`config.mk`:
```
export PLATFORM = sky130hd
export DESIGN_NAME = byte_link_responder
export DESIGN_NICKNAME = d
export VERILOG_FILES = /design/src/rtl/link_pkg.sv /design/src/rtl/link_phase_ctr.sv /design/src/rtl/byte_link_responder.sv
export SDC_FILE = /design/constraint.sdc
export NUM_CORES = 1
export LEC_CHECK = 0
export CAP_MARGIN = 10
export CORE_ASPECT_RATIO = 0.75
export CORE_MARGIN = 2
export CORE_UTILIZATION = 30
export DETAILED_ROUTE_END_ITERATION = 7
export GPL_ROUTABILITY_DRIVEN = 0
export SLEW_MARGIN = 10
export SYNTH_ARGS = -nofsm -noshare
export SYNTH_HDL_FRONTEND = slang
export SYNTH_SLANG_ARGS = --single-unit
```
`constraint.sdc`:
```
create_clock -name clk -period 2 [get_ports clk]
set_clock_uncertainty 0.1 [all_clocks]
set_input_delay 0.3 -clock clk [delete_from_list [all_inputs] [get_ports clk]]
set_output_delay 0.3 -clock clk [all_outputs]
set_load 0.05 [all_outputs]
```
`src/rtl/link_pkg.sv`:
```
// link_pkg: phase numbering and lane constants shared by both ends of the byte-serial CPU link.
package link_pkg;
  localparam int LINK_W         = 8;
  localparam int NBYTES_DEF     = 4;
  localparam int CTRL_WRITE_BIT = 0;
  typedef logic [3:0] phase_t;
  localparam phase_t PH_IDLE  = 4'd0;
  localparam phase_t PH_ADDR0 = 4'd1;
  localparam phase_t PH_CTRL  = 4'd5;
  localparam phase_t PH_RD0   = 4'd6;
  localparam phase_t PH_LAST  = 4'd9;
endpackage

```
`src/rtl/link_phase_ctr.sv`:
```
// link_phase_ctr: frame phase counter with lock-on-first-sync and realignment error detection.
module link_phase_ctr
  import link_pkg::*;
#(
  parameter phase_t LAST = PH_LAST
) (
  input  logic   clk,
  input  logic   rst_n,
  input  logic   i_sync,
  output phase_t o_phase,
  output logic   o_locked,
  output logic   o_sync_err
);
  phase_t r_phase;
  logic   r_locked;
  always_ff @(posedge clk or negedge rst_n)
    if (!rst_n) begin
      r_phase  <= PH_IDLE;
      r_locked <= 1'b0;
    end else begin
      r_locked <= r_locked | i_sync;
      r_phase  <= i_sync ? PH_ADDR0 + 4'd1 : !r_locked ? PH_IDLE : r_phase == LAST ? PH_IDLE : r_phase + 4'd1;
    end
  // a sync cycle is always phase 1, whatever the free-running count says
  assign o_phase    = i_sync ? PH_ADDR0 : r_phase;
  assign o_locked   = r_locked;
  // sync landing on the turnaround slot or its successor is a normal frame start
  assign o_sync_err = i_sync & r_locked & (r_phase != PH_IDLE) & (r_phase != PH_ADDR0);
endmodule

```
`src/rtl/byte_link_responder.sv`:
```
// byte_link_responder: memory-side end of the byte-serial link; deserialises a frame, issues
// one memory access and serialises read data back onto the bidirectional lane.
module byte_link_responder
  import link_pkg::*;
#(
  parameter int NBYTES = NBYTES_DEF
) (
  input  logic                  clk,
  input  logic                  rst_n,
  input  logic                  link_sync,
  input  logic [LINK_W-1:0]     link_addr_in,
  input  logic [LINK_W-1:0]     link_data_in,
  output logic [LINK_W-1:0]     link_data_out,
  output logic                  link_data_oe,
  output logic                  mem_en,
  output logic                  mem_we,
  output logic [8*NBYTES-1:0]   mem_addr,
  output logic [8*NBYTES-1:0]   mem_wdata,
  input  logic [8*NBYTES-1:0]   mem_rdata,
  output logic                  frame_done,
  output logic                  sync_err,
  output logic                  locked
);
  localparam int     W      = 8 * NBYTES;
  localparam phase_t P_CTRL = phase_t'(NBYTES + 1);
  localparam phase_t P_RD0  = phase_t'(NBYTES + 2);
  localparam phase_t P_LAST = phase_t'(2 * NBYTES + 1);
  phase_t         w_phase;
  phase_t         w_rd_idx;
  logic           w_rd_win;
  logic           r_is_read;
  logic [W-1:0]   r_addr;
  logic [W-1:0]   r_wdata;
  logic [W-1:0]   r_rdata;
  logic [W-1:0]   w_rd_word;
  link_phase_ctr #(.LAST(P_LAST)) u_ctr (
    .clk        (clk),
    .rst_n      (rst_n),
    .i_sync     (link_sync),
    .o_phase    (w_phase),
    .o_locked   (locked),
    .o_sync_err (sync_err)
  );
  always_ff @(posedge clk or negedge rst_n)
    if (!rst_n) begin
      r_addr    <= '0;
      r_wdata   <= '0;
      r_rdata   <= '0;
      r_is_read <= 1'b0;
    end else begin
      for (int k = 0; k < NBYTES; k++)
        if (w_phase == PH_ADDR0 + phase_t'(k)) begin
          r_addr[LINK_W*k +: LINK_W]  <= link_addr_in;
          r_wdata[LINK_W*k +: LINK_W] <= link_data_in;
        end
      if (mem_en) r_is_read <= ~link_addr_in[CTRL_WRITE_BIT];
      if (w_phase == P_RD0) r_rdata <= mem_rdata;
    end
  assign mem_en       = w_phase == P_CTRL;
  assign mem_we       = mem_en & link_addr_in[CTRL_WRITE_BIT];
  assign mem_addr     = r_addr;
  assign mem_wdata    = r_wdata;
  assign w_rd_win     = w_phase >= P_RD0 && w_phase <= P_LAST;
  assign link_data_oe = r_is_read & w_rd_win;
  assign w_rd_idx     = w_phase - P_RD0;
  assign w_rd_word    = r_rdata >> {w_rd_idx, 3'b000};
  // first read byte bypasses the capture register so it reaches the lane one cycle after mem_en
  assign link_data_out = !link_data_oe ? '0 : w_phase == P_RD0 ? mem_rdata[LINK_W-1:0] : w_rd_word[LINK_W-1:0];
  assign frame_done    = w_phase == P_LAST;
endmodule

```
==> results.md, run 1 <==
* Leading cell type in the layout, fill and taps excluded: sky130_fd_sc_hd__clkdlybuf4s50_1
* Arithmetic-cell share of the synthesized area counting full adders, half adders and majority gates at 0.863%
* Overall power after layout at 8.10 mW
* Summed instance area of the synthesized netlist at 4350 um^2
* RSZ-0062 raised after global routing: yes
* Peak VDD IR at 0.708 mV
* Leftover overflow at the end of global routing at 0
* Rows at 38
* Total power per unit cell area at 1220 nW/um^2
* Drt total wl at 10.9 mm
* Count of buffers inserted at the top-level ports at 128
* DIE HEIGHT at 108 um
* Type of element launching the critical path: register
* Number of synthesized flops with an enable pin at 0
* Dpl cells at about 620
* Synthesized-area fraction occupied by ao, oa, aoi and oai cells at 3.45%
* Overall die area at approximately 15,000 um^2
* Critical-path cell list: or3b_4, nor3_4, buf_12, a32o_2, buf_12
* R2R Path End: r_rdata[28]
* Worst path top cell family by delay: simple AND/OR/NAND/NOR gates
* Post-Syn Instances at 275
* Crit-path slowest cell: sky130_fd_sc_hd__dfrtp_1
* TritonCTS Sinks at 102
* HPWL Detailed at 7.77 mm
* Layout Cells excl Fill at 643
* Number of H-tree levels at 3
* Synth Flop Type: sky130_fd_sc_hd__dfrtp_1
* Startpoint of the worst-slack reg-to-reg timing path: u_ctr.r_phase[3]
* Leading cell types in the layout, fill and taps excluded: sky130_fd_sc_hd__clkdlybuf4s50_1, sky130_fd_sc_hd__dfrtp_1, sky130_fd_sc_hd__mux2_2
* Sequential cell area fraction in the yosys report at 58.7%
* Least setup slack across all paths after layout at -214 ps
* Clock tree from TritonCTS: built
* Bufs and invs on worst path at 2
* XOR/XNOR Fraction of Synth Area at 0%
* Global-route total usage across every layer at 14.4%
* Required time at the worst-slack endpoint at 1600 ps
* Total number of vias at a little under 3k
* Initial core utilization at 30.4%
* Crit share post-route at 111%
* Highest achievable clock rate at ~450 MHz
* Count of final max-slew check failures at 0
* Number of buffers on the longest clock path at 2
* Post-synthesis net count at ~330
* Hold/Removal Path Class: in2async
* Critical path class: reg2out
* Period minus WS final at roughly 2200 ps
* Post-route DRC at 0
* Endpoints failing setup at 12
* Violated checks: setup timing
* Number of antenna violations at the first check in global routing at 0
* Maximum number of pins on one net before global-route repair at 61
* Crit-path max FO at 13
* Critical Path Most Common Cell: sky130_fd_sc_hd__buf_12
* Number of max-cap violations at 0
* Avg Cell Area, Syn at ~16 um^2
* Post-route core utilization at 46.5%
* Inserted Clock Buffers at 9
* Worst reg-to-reg path cell count at 6
* Number of register bits inferred by synthesis at 102
* I/O Pins at 129
* Width of the chip at 143 um
* Wire length of the first global-routing pass at 17.0 mm
* Worst-Margin Slew at around 530 ps
* Via density per instance at 4.54
* Ratio of cells with drive above 1 in the final layout at a little under half
* Clk Tree Root Cell: sky130_fd_sc_hd__clkbuf_16
* Via count of the first global-routing pass at 3,140
* Final hold violations at 0
* Total of warnings raised by yosys at 0
* Worst R2R Setup Slack at around 50 ps
* Layout Nets at 492
* Status: finished with violations
* Clock slew at reported path FFs at 70 ps
* Diodes inserted at 0
* Critical Path AT at 1810 ps
* Number of distinct library cells after synthesis at 36
* Type of destination of the critical path: primary output
* Remaining antenna violation count at 0
* Total core area at between 10,000 and 15,000 um^2
* Layout filler cell count at 1,271
* Combinational family with the most area after synthesis: multiplexers
* Iteration count of the initial detailed-routing pass at 4
* Share of cell area taken by muxes after synthesis at 29.4%
* Insertion delay to the later sink of the worst-skew pair at about 340 ps
* Worst rel slew slack at 64.3%
* Post-synthesis share of cell area spent on and, or, nand and nor gates at 5.03%
* Layout area overhead at 53.0%
* Stage delay of the slowest cell on the critical path at 400 ps
* Leakage at 2.82 nW
* Initial detailed-routing violation count at 67
* Share of flip-flops with an asynchronous set or reset at 100%
* Avg WL per Cell at 17.0 um
[report_power, final]
group | switching (mW) | total (mW) | internal (mW)
clock network | 0.798 | 1.70 | 0.901
logic | 1.90 | 3.34 | 1.43
registers | 0.344 | 3.07 | 2.72
total | 3.05 | 8.10 | 5.06
[stage by stage]
stage,setup WS [ps],area [um^2],TNS [ps],hold WS (ps)
finish,-214,6660,-1930,248
global route,-283,6660,-2890,270
CTS,-240,6640,-2350,244
detailed placement,-338,6200,-20900,58.7
global placement,-338,6200,-20470,58.9
floorplan,-158,4390,-696,-95.6
[Yosys cell counts, types with 2 or more instances]
| master | n | area, um^2 |
|---|---|---|
| sky130_fd_sc_hd__dfrtp_1 | 102 | 2550 |
| sky130_fd_sc_hd__ha_1 | 3 | 37.5 |
| sky130_fd_sc_hd__mux2_4 | 2 | 30.0 |
| sky130_fd_sc_hd__a21oi_2 | 2 | 17.5 |
| sky130_fd_sc_hd__nor2b_1 | 5 | 31.3 |
| sky130_fd_sc_hd__mux4_2 | 8 | 180 |
| sky130_fd_sc_hd__nand2b_1 | 3 | 18.8 |
| sky130_fd_sc_hd__nand3_2 | 3 | 30.0 |
| sky130_fd_sc_hd__a32o_1 | 8 | 80.1 |
| sky130_fd_sc_hd__a21oi_1 | 3 | 15.0 |
| sky130_fd_sc_hd__and3_1 | 2 | 12.5 |
| sky130_fd_sc_hd__buf_6 | 4 | 45.0 |
| sky130_fd_sc_hd__nand2_1 | 2 | 7.51 |
| sky130_fd_sc_hd__buf_4 | 3 | 22.5 |
| sky130_fd_sc_hd__inv_1 | 2 | 7.51 |
| sky130_fd_sc_hd__buf_2 | 7 | 35.0 |
| sky130_fd_sc_hd__mux2_2 | 90 | 1010 |
| sky130_fd_sc_hd__mux2_1 | 4 | 45.0 |
| sky130_fd_sc_hd__nor2_1 | 4 | 15.0 |
| sky130_fd_sc_hd__nand3_1 | 2 | 10.0 |
[flip-flops by register name, indices dropped and copies added (netlist names)]
signal and count:
mem_addr 32, mem_wdata 32, r_is_read 1, r_rdata 32, u_ctr.o_locked 1, u_ctr.r_phase 4
[how the worst max path moves through the flow]
stage                      from          endpoint  slack, ps  cells past startpoint
5_1_grt        u_ctr.r_phase[3]  link_data_out[7]       -280                      5
6_report       u_ctr.r_phase[3]  link_data_out[7]       -210                      5
2_1_floorplan  u_ctr.r_phase[2]  link_data_out[1]       -160                      4
3_3_place_gp          link_sync  link_data_out[2]       -340                      6
3_5_place_dp          link_sync  link_data_out[7]       -340                      6
4_1_cts        u_ctr.r_phase[3]  link_data_out[7]       -240                      5
[repair_timing]
item / CTS / global route
buffers inserted: 10 / 0
setup endpoints to repair: 13 / 18
gates resized for setup: 14 / 4
endpoints found under the hold margin: 10 / 0
pin swaps: 4 / 2
hold buffers: 1 / 0
[layer usage]
metal / track usage, % / wire length (um)
met5: 0 / 0
met4: 3.61 / 114
met3: 6.55 / 1000
met2: 22.8 / 5030
met1: 17.9 / 4760
[logic make-up after synthesis]
family / after synthesis
flops: 102
mux: 105
buf+inv: 17
compound gates: 17
simple gates: 31
fa+ha+maj: 3
[layout make-up]
type / count / area [um^2] / area share [%]
Clock inverter: 6 / 50.0 / 0.752
Inverter: 2 / 11.3 / 0.169
Timing Repair Buffer: 167 / 1790 / 26.9
Sequential cell: 102 / 2550 / 38.3
Tap cell: 200 / 250 / 3.76
Clock buffer: 10 / 239 / 3.59
Multi-Input combinational cell: 156 / 1760 / 26.5
Note: power is estimated with default switching activity, not from simulation.
==> run 2: changes to the inputs <==
--- a/config.mk
+++ b/config.mk
@@ -8,9 +8,10 @@
 export CAP_MARGIN = 10
 export CORE_ASPECT_RATIO = 0.75
 export CORE_MARGIN = 2
-export CORE_UTILIZATION = 30
+export CORE_UTILIZATION = 40
 export DETAILED_ROUTE_END_ITERATION = 7
 export GPL_ROUTABILITY_DRIVEN = 0
+export PLACE_DENSITY = 0.7
 export SLEW_MARGIN = 10
 export SYNTH_ARGS = -nofsm -noshare
 export SYNTH_HDL_FRONTEND = slang
==> run 2 against run 1 <==
Net effect:
- the run still ends with setup timing left
- flip-flop and latch count unchanged
- core utilization is 18 points higher
- clock power increased by 5%
- worst setup slack worse by 19 ps
==> results.md, run 2 (synthesis results as in run 1) <==
* HPWL Detailed at 7.31 mm (was 7.77 mm)
* Diodes inserted at 0 (unchanged)
* Worst reg-to-reg path cell count at 7 (was 6)
* Total number of vias at 2,916 (was 2,918)
* Iteration count of the initial detailed-routing pass at 4 (unchanged)
* Period minus WS final at 2230 ps (was 2210 ps)
* Via density per instance at 5.02 (was 4.54)
* Drt total wl at 10.6 mm (was 10.9 mm)
* R2R Path End: r_rdata[1] (was r_rdata[28])
* Count of final max-slew check failures at 0 (unchanged)
* Rows at 32 (was 38)
* Avg WL per Cell at 18.2 um (was 17.0 um)
* Initial core utilization at 41.6% (was 30.4%)
* Leading cell type in the layout, fill and taps excluded: sky130_fd_sc_hd__clkdlybuf4s50_1 (unchanged)
* RSZ-0062 raised after global routing: yes (unchanged)
* Clock slew at reported path FFs at 70 ps (about the same)
* Clk Tree Root Cell: sky130_fd_sc_hd__clkbuf_16 (unchanged)
* Area of all placed cells without fillers at 6720 um^2 (was 6660 um^2)
* Maximum number of pins on one net before global-route repair at 103 (was 61)
* Busiest layer in global routing: met2 (unchanged)
* Remaining antenna violation count at 0 (unchanged)
* Peak VDD IR at 0.645 mV (was 0.708 mV)
* Overall die area at 11,700 um^2 (was 15,500 um^2)
* Clock tree from TritonCTS: built (unchanged)
* Status: finished with violations (unchanged)
* TritonCTS Sinks at 102 (unchanged)
* Highest achievable clock rate at 448 MHz (was 452 MHz)
* Worst-Margin Slew at 545 ps (was 534 ps)
* Critical Path AT at 1830 ps (was 1810 ps)
* Global-route total usage across every layer at 18.1% (was 14.4%)
* Number of buffers on the longest clock path at 2 (unchanged)
* Total power per unit cell area at 1240 nW/um^2 (was 1220 nW/um^2)
* Number of antenna violations at the first check in global routing at 0 (unchanged)
* Layout area overhead at 54.5% (was 53.0%)
* Endpoints failing setup at 11 (was 12)
* Layout Nets at 494 (was 492)
* Required time at the worst-slack endpoint at 1600 ps (about the same)
* Ratio of cells with drive above 1 in the final layout at 45.4% (was 46.0%)
* Leading cell types in the layout, fill and taps excluded: sky130_fd_sc_hd__clkdlybuf4s50_1, sky130_fd_sc_hd__dfrtp_1, sky130_fd_sc_hd__mux2_2 (unchanged)
* Leftover overflow at the end of global routing at 0 (unchanged)
* Startpoint of the worst-slack reg-to-reg timing path: u_ctr.r_phase[3] (unchanged)
* Min-Delay Startpoint: mem_wdata[12]
* Least setup slack across all paths after layout at -233 ps (was -214 ps)
* Setup WS pre-CTS at -327 ps (was -338 ps)
* Post-route DRC at 0 (unchanged)
* Crit-path max FO at 13 (unchanged)
* Hold Path End: mem_wdata[12]
* Insertion delay to the later sink of the worst-skew pair at 340 ps (about the same)
* Number of H-tree levels at 3 (unchanged)
* Violated checks: setup timing (unchanged)
* Total core area at 10,500 um^2 (was 14,300 um^2)
* Crit share post-route at 112% (was 111%)
* I/O Pins at 129 (unchanged)
* Hold/Removal Path Class: reg2reg (was in2async)
* Initial detailed-routing violation count at 124 (was 67)
* Count of cells along the worst hold path at 1
* Inserted Clock Buffers at 9 (unchanged)
* Worst rel slew slack at 63.7% (was 64.3%)
* Placed inst area at 6130 um^2 (was 6200 um^2)
* Leakage at 2.88 nW (was 2.82 nW)
* Critical path class: reg2out (unchanged)
* Number of max-cap violations at 0 (unchanged)
* Met1 GRT Util at 25.4% (was 17.9%)
* DIE HEIGHT at 94.3 um (was 108 um)
* Width of the chip at 124 um (was 143 um)
* Post-route core utilization at 64.3% (was 46.5%)
* Type of destination of the critical path: primary output (unchanged)
* Wire length of the first global-routing pass at 16.7 mm (was 17.0 mm)
* Worst R2R Setup Slack at 0 ps (was 50 ps)
* Type of element launching the critical path: register (unchanged)
* Met2 routing resource usage after global routing at 28.1% (was 22.8%)
* Count of buffers inserted at the top-level ports at 128 (unchanged)
* Final hold violations at 0 (unchanged)
* Via count of the first global-routing pass at 3,078 (was 3,140)
* Met3 GRT Util at 5.38% (was 6.55%)
[run 2: cell count changes in the layout (fill, tap and decap cells not counted), moves of 4 or more]
cell,previous run,this run
sky130_fd_sc_hd__buf_6,3,7
sky130_fd_sc_hd__clkdlybuf4s50_1,106,112
sky130_fd_sc_hd__mux2_2,90,71
sky130_fd_sc_hd__mux2_4,2,21
sky130_fd_sc_hd__buf_4,35,27
[run 2: worst max path at each step]
stage                                 from                to
after floorplan           u_ctr.r_phase[2]  link_data_out[1]
after global placement           link_sync  link_data_out[6]
after detailed placement         link_sync  link_data_out[6]
after CTS                 u_ctr.r_phase[3]  link_data_out[2]
after global routing      u_ctr.r_phase[0]  link_data_out[5]
final                     u_ctr.r_phase[0]  link_data_out[3]
[run 2: where the power goes]
part / internal [mW] / total (mW) / switching [mW]
Combinational: 1.54 / 3.45 / 1.91
Sequential: 2.72 / 3.09 / 0.365
Clock: 1.01 / 1.78 / 0.768
[run 2: worst max-delay path, stage by stage, from the launching register on]
cell                      delay (ps)
sky130_fd_sc_hd__dfrtp_1         380
sky130_fd_sc_hd__buf_12          170
sky130_fd_sc_hd__mux4_2          530
sky130_fd_sc_hd__a32o_2          270
sky130_fd_sc_hd__buf_12          150
[run 2: layout make-up]
class,instances,area [um^2]
clock buffers,10,239
clock inverters,6,68.8
fillers,794,3730
inverters,2,15.0
multi-input cells,156,1840
flip-flops and latches,102,2550
well taps,136,170
repair buffers,169,1840
[run 2: through the flow]
step	setup TNS [ps]	hold WS, ps	total power, mW	cells
global placement	-18020	299	6.35	548
CTS	-2370	400	8.27	574
finish	-2180	396	8.32	581
detailed placement	-23420	311	6.42	548
global route	-3270	412	8.69	581
floorplan	-696	-95.6	5.19	275
[run 2: timing repair]
| action | in CTS | in global routing |
|---|---|---|
| hold buffers | 1 | 0 |
| endpoints found under the hold margin | 102 | 0 |
| pin swaps | 4 | 5 |
| endpoints found under the setup margin | 13 | 32 |
| gates resized for setup | 15 | 27 |
| setup buffers | 9 | 7 |
[run 2: metal layers]
layer | up-vias | share of wire (%)
met4 | 0 | 0.70
met2 | 63 | 48
met3 | 5 | 5.0
met1 | 1516 | 47
met5 | - | 0
li1 | 1332 | -
==> RTL edit (flow settings as in run 1) <==
The package constant `NBYTES_DEF` goes from 4 to 8.
--- a/src/rtl/link_pkg.sv
+++ b/src/rtl/link_pkg.sv
@@ -1,7 +1,7 @@
 // link_pkg: phase numbering and lane constants shared by both ends of the byte-serial CPU link.
 package link_pkg;
   localparam int LINK_W         = 8;
-  localparam int NBYTES_DEF     = 4;
+  localparam int NBYTES_DEF     = 8;
   localparam int CTRL_WRITE_BIT = 0;
   typedef logic [3:0] phase_t;
   localparam phase_t PH_IDLE  = 4'd0;
Interface: changed (resized mem_addr, mem_rdata and mem_wdata); port bits go from 129 to 225. The function was not compared with the original's and may differ.
==> RTL edit against run 1 <==
  * Combinational power is 45% higher
  * Largest power group unchanged
  * Area after synthesis is 18% higher
  * Total power is 48% higher
  * Setup slack better by 0.26 ns
  * Routed wire length is 22% higher
  * Sequential cell count is 31 higher
  * Final area is 17% higher
==> RTL edit: results <==
export IMPL_first_pass_iteration_count_of_the_detailed_router=4
export IMPL_antenna_found_initial=0
export IMPL_largest_net_degree_at_the_start_of_global_routing=78
export IMPL_via_per_inst=4.49
export IMPL_top_post_synthesis_cells_by_count="133 x sky130_fd_sc_hd__dfrtp_1, 126 x sky130_fd_sc_hd__mux2_2, 12 x sky130_fd_sc_hd__buf_4, 6 x sky130_fd_sc_hd__buf_2"
export IMPL_worstRegToRegCells=5
export IMPL_synthArstFlopShare_pct=100
export IMPL_final_layout_size_suffix_gt1_share_pct=42.5
export IMPL_drt_iter0_markers=104
export IMPL_timing_slew_headroom_pct=52.9
export IMPL_hold_path_endpoint="u_ctr.r_phase[1]"
export IMPL_insertedDiodeCount=0
export IMPL_synthTopCellsByArea="sky130_fd_sc_hd__dfrtp_1 65%, sky130_fd_sc_hd__mux2_2 28%, sky130_fd_sc_hd__buf_4 1.7%"
export IMPL_routed_top_layer="met4"
export IMPL_setup_reg_to_reg_worst_slack_ns=0.28
export IMPL_synth_compound_gate_area_share_pct=0.802
export IMPL_cts_htree_levels=4
export IMPL_first_pass_grt_wire_length_um=21100
export IMPL_netlist_cell_type_count=26
export IMPL_worst_r2r_endpoint="mem_addr[26]"
export IMPL_clock_insertion_delay_at_the_later_pin_of_the_skew_report_ns=0.42
export IMPL_synth_mux_area_share_pct=28.0
export IMPL_worst_path_max_delay_cell="sky130_fd_sc_hd__clkdlybuf4s50_1"
export IMPL_synthAdderAreaFrac_pct=0
export IMPL_place_detailed_hpwl_um=9410
export IMPL_run_status="completed"
export IMPL_crit_path_leading_delay_family="buffers and inverters"
export IMPL_ir_drop_uv=724
export IMPL_parity_gate_share_of_the_synthesized_area_counting_xor_and_xnor_cells_pct=0.340
export IMPL_worst_hold_stages=3
export IMPL_hold_path_class="in -> reg"
export IMPL_clk_pin_slew_worst_paths_ns=0.05
export IMPL_leakagePower_nw=4.18
export IMPL_totalWireLength_um=13300
export IMPL_synth_main_ff_cell="sky130_fd_sc_hd__dfrtp_1"
export IMPL_postPlaceCellArea_sq_mm=0.00708
export IMPL_timing_rr_start="u_ctr.r_phase[2]"
export IMPL_met2_wire_length_um=6620
export IMPL_cts_buffers=17
export IMPL_buffer_ports_inserted=151
export IMPL_vias_in_the_first_global_route=3665
export IMPL_routed_wl_met3_um=857
export IMPL_wirelength_met1_um=5660
export IMPL_worstHoldStart="link_sync"
export IMPL_path_max_fanout=2
export IMPL_cts_buffer_depth=2
export IMPL_synth_seq_area_share_pct=64.6
export IMPL_critPathMaxStageDelay_ns=0.80
export IMPL_layout_nets=588
export IMPL_worst_ep_arrival_time_ns=1.56
export IMPL_track_usage_pct=15.6
export IMPL_fillers=1527
export IMPL_clk_root_buffer_cell="sky130_fd_sc_hd__clkbuf_16"
RTL edit: cell type report:
type / instances / area [sq um] / share of cell area (%)
flip-flops and latches: 133 / 3330 / 42.8
well taps: 215 / 269 / 3.45
clock buffers: 23 / 488 / 6.27
repair buffers: 185 / 1830 / 23.5
multi-input cells: 167 / 1710 / 22.0
clock inverters: 9 / 148 / 1.90
inverters: 1 / 3.75 / 0.0482
RTL edit: power breakdown:
group / leakage, nW / total (mW) / internal (mW) / switching [mW]
clock: 0.313 / 3.32 / 2.21 / 1.11
sequential: 1.66 / 3.81 / 3.42 / 0.387
combinational: 2.21 / 4.84 / 1.48 / 3.36
total: 4.18 / 12.0 / 7.11 / 4.86
RTL edit: metal layers:
layer / global-route usage, % / up-vias
met2: 25.4 / 92
met1: 19.1 / 1707
met4: 5.68 / 0
met5: 0 / -
met3: 5.78 / 15
li1: - / 1477
RTL edit: worst max-delay path by stage:
stage | startpoint | end
final | mem_wdata[5] | mem_wdata[5]
after global routing | mem_wdata[5] | mem_wdata[5]
after CTS | u_ctr.r_phase[3] | frame_done
after detailed placement | link_sync | mem_addr[57]
after global placement | link_sync | mem_addr[61]
after floorplan | u_ctr.r_phase[0] | frame_done
RTL edit: what timing repair did:
action                                  4_1_cts  5_1_grt
gates cloned                                  0        0
endpoints found under the setup margin       87       39
hold buffers                                  1        0
gates resized for setup                      90       42
endpoints found under the hold margin       133        0
pin swaps                                     1        1
buffers inserted                              1        5
RTL edit: cells by family (layout without fill, tap and decap cells):
logic type,Yosys count,after routing
simple gates,24,24
other cells,1,9
compound gates,4,4
xor+xnor,2,2
flops,133,133
buf+inv,23,218
mux,128,128
RTL edit: metrics by stage:
stage,hold slack (ns),setup slack (ns),instances
final,0.257,0.0436,733
after detailed placement,0.268,-0.0574,694
after global routing,0.266,0.00243,733
after floorplan,-0.0956,0.165,323
after global placement,0.259,-0.0554,694
after CTS,0.352,-0.0337,728
